### config.mk
export PLATFORM = sky130hd
export DESIGN_NAME = step_sequencer
export DESIGN_NICKNAME = d
export VERILOG_FILES = /design/src/rtl/step_sequencer.sv
export SDC_FILE = /design/constraint.sdc
export NUM_CORES = 2
export LEC_CHECK = 0
export BUFFER_PORTS_ARGS = -buffer_cell sky130_fd_sc_hd__buf_4
export CORE_ASPECT_RATIO = 0.6
export CORE_MARGIN = 2
export CORE_UTILIZATION = 30
export CTS_CLUSTER_DIAMETER = 40
export DETAILED_ROUTE_END_ITERATION = 16
export HOLD_SLACK_MARGIN = 0.08
export PLACE_DENSITY = 0.55
export SLEW_MARGIN = 0
export SYNTH_ARGS = -nofsm -noshare
export SYNTH_HDL_FRONTEND = slang
export SYNTH_SLANG_ARGS = --single-unit
### constraint.sdc
create_clock -name clk -period 66.1 [get_ports clk]
set_clock_uncertainty 0.2 [all_clocks]
set_input_delay 3.305 -clock clk [delete_from_list [all_inputs] [get_ports clk]]
set_output_delay 3.305 -clock clk [all_outputs]
set_load 0.02 [all_outputs]
### src/rtl/step_sequencer.sv
// Assembles WORD_W-bit trace words into STEP_W-bit steps, queues them with a sequence index.
// Defining STEP_SEQ_PAD_CHECK_EN builds the zero-padding check on the last word of each step.
module step_sequencer #(
  parameter int STEP_W = 560,
  parameter int WORD_W = 64,
  parameter int DEPTH  = 2,
  parameter int IDX_W  = 32
) (
  input  logic              clk,
  input  logic              rst,
  input  logic [WORD_W-1:0] in_word,
  input  logic              in_valid,
  input  logic              in_last,
  output logic              in_ready,
  output logic [STEP_W-1:0] out_step,
  output logic [IDX_W-1:0]  out_idx,
  output logic              out_valid,
  input  logic              out_ready,
  output logic              done,
  output logic              err_pad,
  output logic              err_trunc
);

  localparam int WORDS  = (STEP_W + WORD_W - 1) / WORD_W;
  localparam int PAD    = WORDS * WORD_W - STEP_W;
  localparam int LAST_W = WORD_W - PAD;
  localparam int CNT_W  = $clog2(WORDS);
  localparam int AIDX_W = $clog2(WORDS - 1);
  localparam int PTR_W  = $clog2(DEPTH);
  localparam int FCNT_W = $clog2(DEPTH + 1);
  localparam logic [CNT_W-1:0]  WCNT_LAST = CNT_W'(WORDS - 1);
  localparam logic [FCNT_W-1:0] FIFO_FULL = FCNT_W'(DEPTH);

  typedef enum logic {S_FILL, S_CLOSED} state_t;

  state_t              state_q;
  logic [CNT_W-1:0]    wcnt_q;
  logic [PTR_W-1:0]    wr_ptr_q;
  logic [PTR_W-1:0]    rd_ptr_q;
  logic [FCNT_W-1:0]   count_q;
  logic [IDX_W-1:0]    idx_q;
  logic                err_trunc_q;

  logic [WORD_W-1:0]   asm_q     [WORDS-1];
  logic [STEP_W-1:0]   mem_q     [DEPTH];
  logic [IDX_W-1:0]    idx_mem_q [DEPTH];

  logic                at_last;
  logic                accept;
  logic                push;
  logic                pop;
  logic [STEP_W-1:0]   step_d;

  assign at_last  = (wcnt_q == WCNT_LAST);
  assign in_ready = (state_q == S_FILL) && !(at_last && (count_q == FIFO_FULL));
  assign accept   = in_valid && in_ready;
  assign push     = accept && at_last;
  assign pop      = out_valid && out_ready;

  // The final word bypasses the assembly buffer and goes straight into the FIFO entry.
  generate
    for (genvar gi = 0; gi < WORDS - 1; gi++) begin : g_asm
      assign step_d[gi*WORD_W +: WORD_W] = asm_q[gi];
    end
  endgenerate
  assign step_d[STEP_W-1 -: LAST_W] = in_word[LAST_W-1:0];

  always_ff @(posedge clk or posedge rst) begin
    if (rst) begin
      state_q     <= S_FILL;
      wcnt_q      <= '0;
      wr_ptr_q    <= '0;
      rd_ptr_q    <= '0;
      count_q     <= '0;
      idx_q       <= '0;
      err_trunc_q <= 1'b0;
    end else begin
      if (accept) begin
        if (at_last) begin
          wcnt_q   <= '0;
          idx_q    <= idx_q + IDX_W'(1);
          wr_ptr_q <= wr_ptr_q + PTR_W'(1);
          if (in_last) state_q <= S_CLOSED;
        end else if (in_last) begin
          wcnt_q      <= '0;
          err_trunc_q <= 1'b1;
          state_q     <= S_CLOSED;
        end else begin
          wcnt_q <= wcnt_q + CNT_W'(1);
        end
      end
      if (pop) rd_ptr_q <= rd_ptr_q + PTR_W'(1);
      case ({push, pop})
        2'b10:   count_q <= count_q + FCNT_W'(1);
        2'b01:   count_q <= count_q - FCNT_W'(1);
        default: count_q <= count_q;
      endcase
    end
  end

  // Storage carries no reset; validity is tracked entirely by wcnt_q and count_q.
  always_ff @(posedge clk) begin
    if (accept && !at_last) asm_q[wcnt_q[AIDX_W-1:0]] <= in_word;
    if (push) begin
      mem_q[wr_ptr_q]     <= step_d;
      idx_mem_q[wr_ptr_q] <= idx_q;
    end
  end

  assign out_valid = (count_q != '0);
  assign out_step  = out_valid ? mem_q[rd_ptr_q] : '0;
  assign out_idx   = out_valid ? idx_mem_q[rd_ptr_q] : '0;
  assign done      = (state_q == S_CLOSED) && (count_q == '0);
  assign err_trunc = err_trunc_q;

`ifdef STEP_SEQ_PAD_CHECK_EN
  logic err_pad_q;
  always_ff @(posedge clk or posedge rst) begin
    if (rst) begin
      err_pad_q <= 1'b0;
    end else if (push && (in_word[WORD_W-1 -: PAD] != '0)) begin
      err_pad_q <= 1'b1;
    end
  end
  assign err_pad = err_pad_q;
`else
  logic unused_pad;
  assign unused_pad = ^in_word[WORD_W-1 -: PAD];
  assign err_pad    = 1'b0;
`endif

endmodule

==> results.toml <==
[timing]
layout_min_cycle_time_ns = 9.70
tightestPinTransition_ns = 1.21
hold_viol_final = 0
relSlewSlack_pct = 19.4
finalSetupViolCount = 0
grt_setup_unrepaired = "no"
finalSetupTns_ns = 0
fin_crit_sh_pct = 14.7
fin_ws_ns = 56.40
whs_ns = 0.217
fmax_mhz = 103
slew_viol_final = 0

[worst_setup_path]
worst_setup_path_end_kind = "primary output"
crit_fanout = 117
crit_arrival_ns = 6.19
ff2ff_path_depth = 9
startpoint_type = "flop"
r2r_end = "mem_q[1][123]$_DFFE_PP_"
cp.required_ns = 62.60
critical_path.startpoint = "rd_ptr_q$_DFFE_PP0P_"
path_class = "reg -> out"
rrSetupSlack_ns = 59.33
r2r_start = "wcnt_q[1]$_DFFE_PP0N_"

[clocking]
cts_hold_buf = 0
htree_levels = 4
cts_setup_buffers = 0
max-clock-path-buffers = 4
cts_tree = "built"
cts_made_buffers = 181
clock_latency_ns = 0.80
path_clk_slew_ns = 0.06
root_buffer = "clkbuf_16"
post_cts_resized = 0
cts.sinks = 1738

[floorplan]
die-area_um2 = 209000
ioPinCount = 666
initial_utilization_pct = 30.3
num_rows = 128
core_area_um2 = 204000
die_w_um = 590
die_y_um = 355

[place]
place_congestion = 0.787
place_ws_ns = 56.77
placed_cell_area_um2 = 70000
place.port_buffers = 664
dp_hpwl_mm = 95.0

[detailed_routing]
avgRoutedWirePerCell_um = 22.2
drt-total-wl_mm = 152
vias = 30471
first_pass_iters = 7
drc = 0
routed_via_density = 4.45
drt_iter0_markers = 2579
postRouteAntennaNets = 0

[logic_synthesis]
ys_seq_area_share_pct = 84.2
synth-edff-count = 1696
ys_ff_latch = 1738
synth_cells = 3218
synthFlopType = "edfxtp_1"
synth_cell_types = 35
synthTopCellsByArea = "edfxtp_1 83%, mux2i_1 9.6%, nor2_1 3.8%"
synth_area_per_cell_um2 = 19.2
synth_top_cell_area_share_pct = 82.5
syn-cell-area_um2 = 61700
synth_nets = 3291
synthArstFlopShare_pct = 2.42
yosysWarnings = 0
synth_largest_area_cell = "edfxtp_1"

[global_route]
overflow = 0
grt_max_degree = 169
grt.total_usage_pct = 14.0
antenna_found_initial = 15
grt_pass1_wl_mm = 215
grt_pass1_vias = 30622

[power]
power.density_nw_per_um2 = 42.0
ir_drop_mv = 0.0320
power_mw = 3.19
leakage_nw = 27.3

[finish]
layout-drive-gt1-share_pct = 24.0
nets = 4053
n_fill_cell = 18993
seq_area_um2 = 52000
area_growth_pct = 23.0
multi_input_area_um2 = 9190
fin_area_um2 = 75900

[hold_path]
hp-class = "reg -> reg"
hold_start = "asm_q[1][41]$_DFFE_PP_"
whs_path_depth = 0
min_to = "mem_q[1][105]$_DFFE_PP_"

[job]
drv_cap = 0

[outcome]
status = "finished clean"
[worst max-delay path by stage]
stage                                     end  depth (start not counted)
finish                           out_step[67]                          8
global route                     out_step[67]                          8
CTS                              out_step[67]                          8
detailed placement     mem_q[1][51]$_DFFE_PP_                          8
global placement      mem_q[1][248]$_DFFE_PP_                          8
floorplan           idx_mem_q[0][0]$_DFFE_PP_                          5
[layout make-up]
class / instances / share of cell area [%]
Multi-Input combinational cell: 1337 / 12.1
Tap cell: 2730 / 4.50
Timing Repair Buffer: 713 / 7.14
Inverter: 9 / 0.0445
Sequential cell: 1738 / 68.5
Clock inverter: 105 / 1.46
Clock buffer: 216 / 6.23
Antenna cell: 5 / 0.0165
[Yosys cell counts, types with 5 or more instances]
master / count
buf_2: 59
clkbuf_1: 72
dfrtp_1: 42
edfxtp_1: 1696
inv_1: 9
mux2i_1: 592
nand2_1: 28
nand3_1: 9
nand4_1: 10
nor2_1: 619
nor3_1: 5
xnor2_1: 18
xor2_1: 19
[critical path, cell delays in order, from the launching register on]
cell and delay, ns:
dfrtp_4 0.73, buf_4 0.89, buf_12 0.70, buf_4 0.69, buf_4 0.69, buf_4 0.80, mux2i_1 0.31, nor2_1 0.06
buf_4 0.19
[cell families after synthesis]
| family | after synthesis | share of synthesized area (%) |
|---|---|---|
| xor+xnor | 37 | 0.525 |
| simple gates | 694 | 4.47 |
| fa+ha+maj | 4 | 0.0811 |
| other cells | 1 | 0.00608 |
| compound gates | 9 | 0.0933 |
| buf+inv | 143 | 0.995 |
| flops | 1738 | 84.2 |
| mux | 592 | 9.60 |
[per-layer routing]
metal  wire, um  global-route usage [%]
met1      69300                    19.9
met3      12000                    4.18
met5          0                       0
met2      67700                    21.0
met4       3050                    3.34
[state kept, by name, indices dropped and copies added (netlist names)]
signal,cells
err_trunc,1
count_q,2
asm_q,512
rd_ptr_q,1
idx_q,32
wr_ptr_q,1
mem_q,1120
state_q,1
idx_mem_q,64
wcnt_q,4
[metrics by stage]
stage,instances,utilization (%)
floorplan,3218,-
global placement,6527,34.4
detailed placement,6527,34.4
CTS,6848,37.2
global route,6849,37.2
finish,6853,37.3
[layout by cell type (no fill, tap or decap), types with 2 or more instances in the layout]
cell type,count
and2_1,2
and3_1,4
buf_12,5
buf_4,708
bufinv_16,17
clkbuf_1,32
clkbuf_16,184
clkinv_1,35
clkinv_2,15
clkinv_4,9
clkinv_8,7
clkinvlp_4,9
dfrtp_1,41
diode_2,5
edfxtp_1,1696
ha_1,4
inv_1,9
inv_6,9
inv_8,3
mux2i_1,592
nand2_1,28
nand3_1,9
nand4_1,10
nor2_1,611
nor2_4,8
nor2b_1,2
nor3_1,3
nor3_2,5
nor4_1,3
o21ai_0,4
or3_1,2
xnor2_1,18
xor2_1,19
[report_power, final]
group          switching, mW  internal, mW  leakage [nW]
Clock                  0.422         0.581          2.81
Sequential           0.00944          1.21          15.7
Combinational          0.608         0.357          8.76
(Power assumes the default switching activity.)
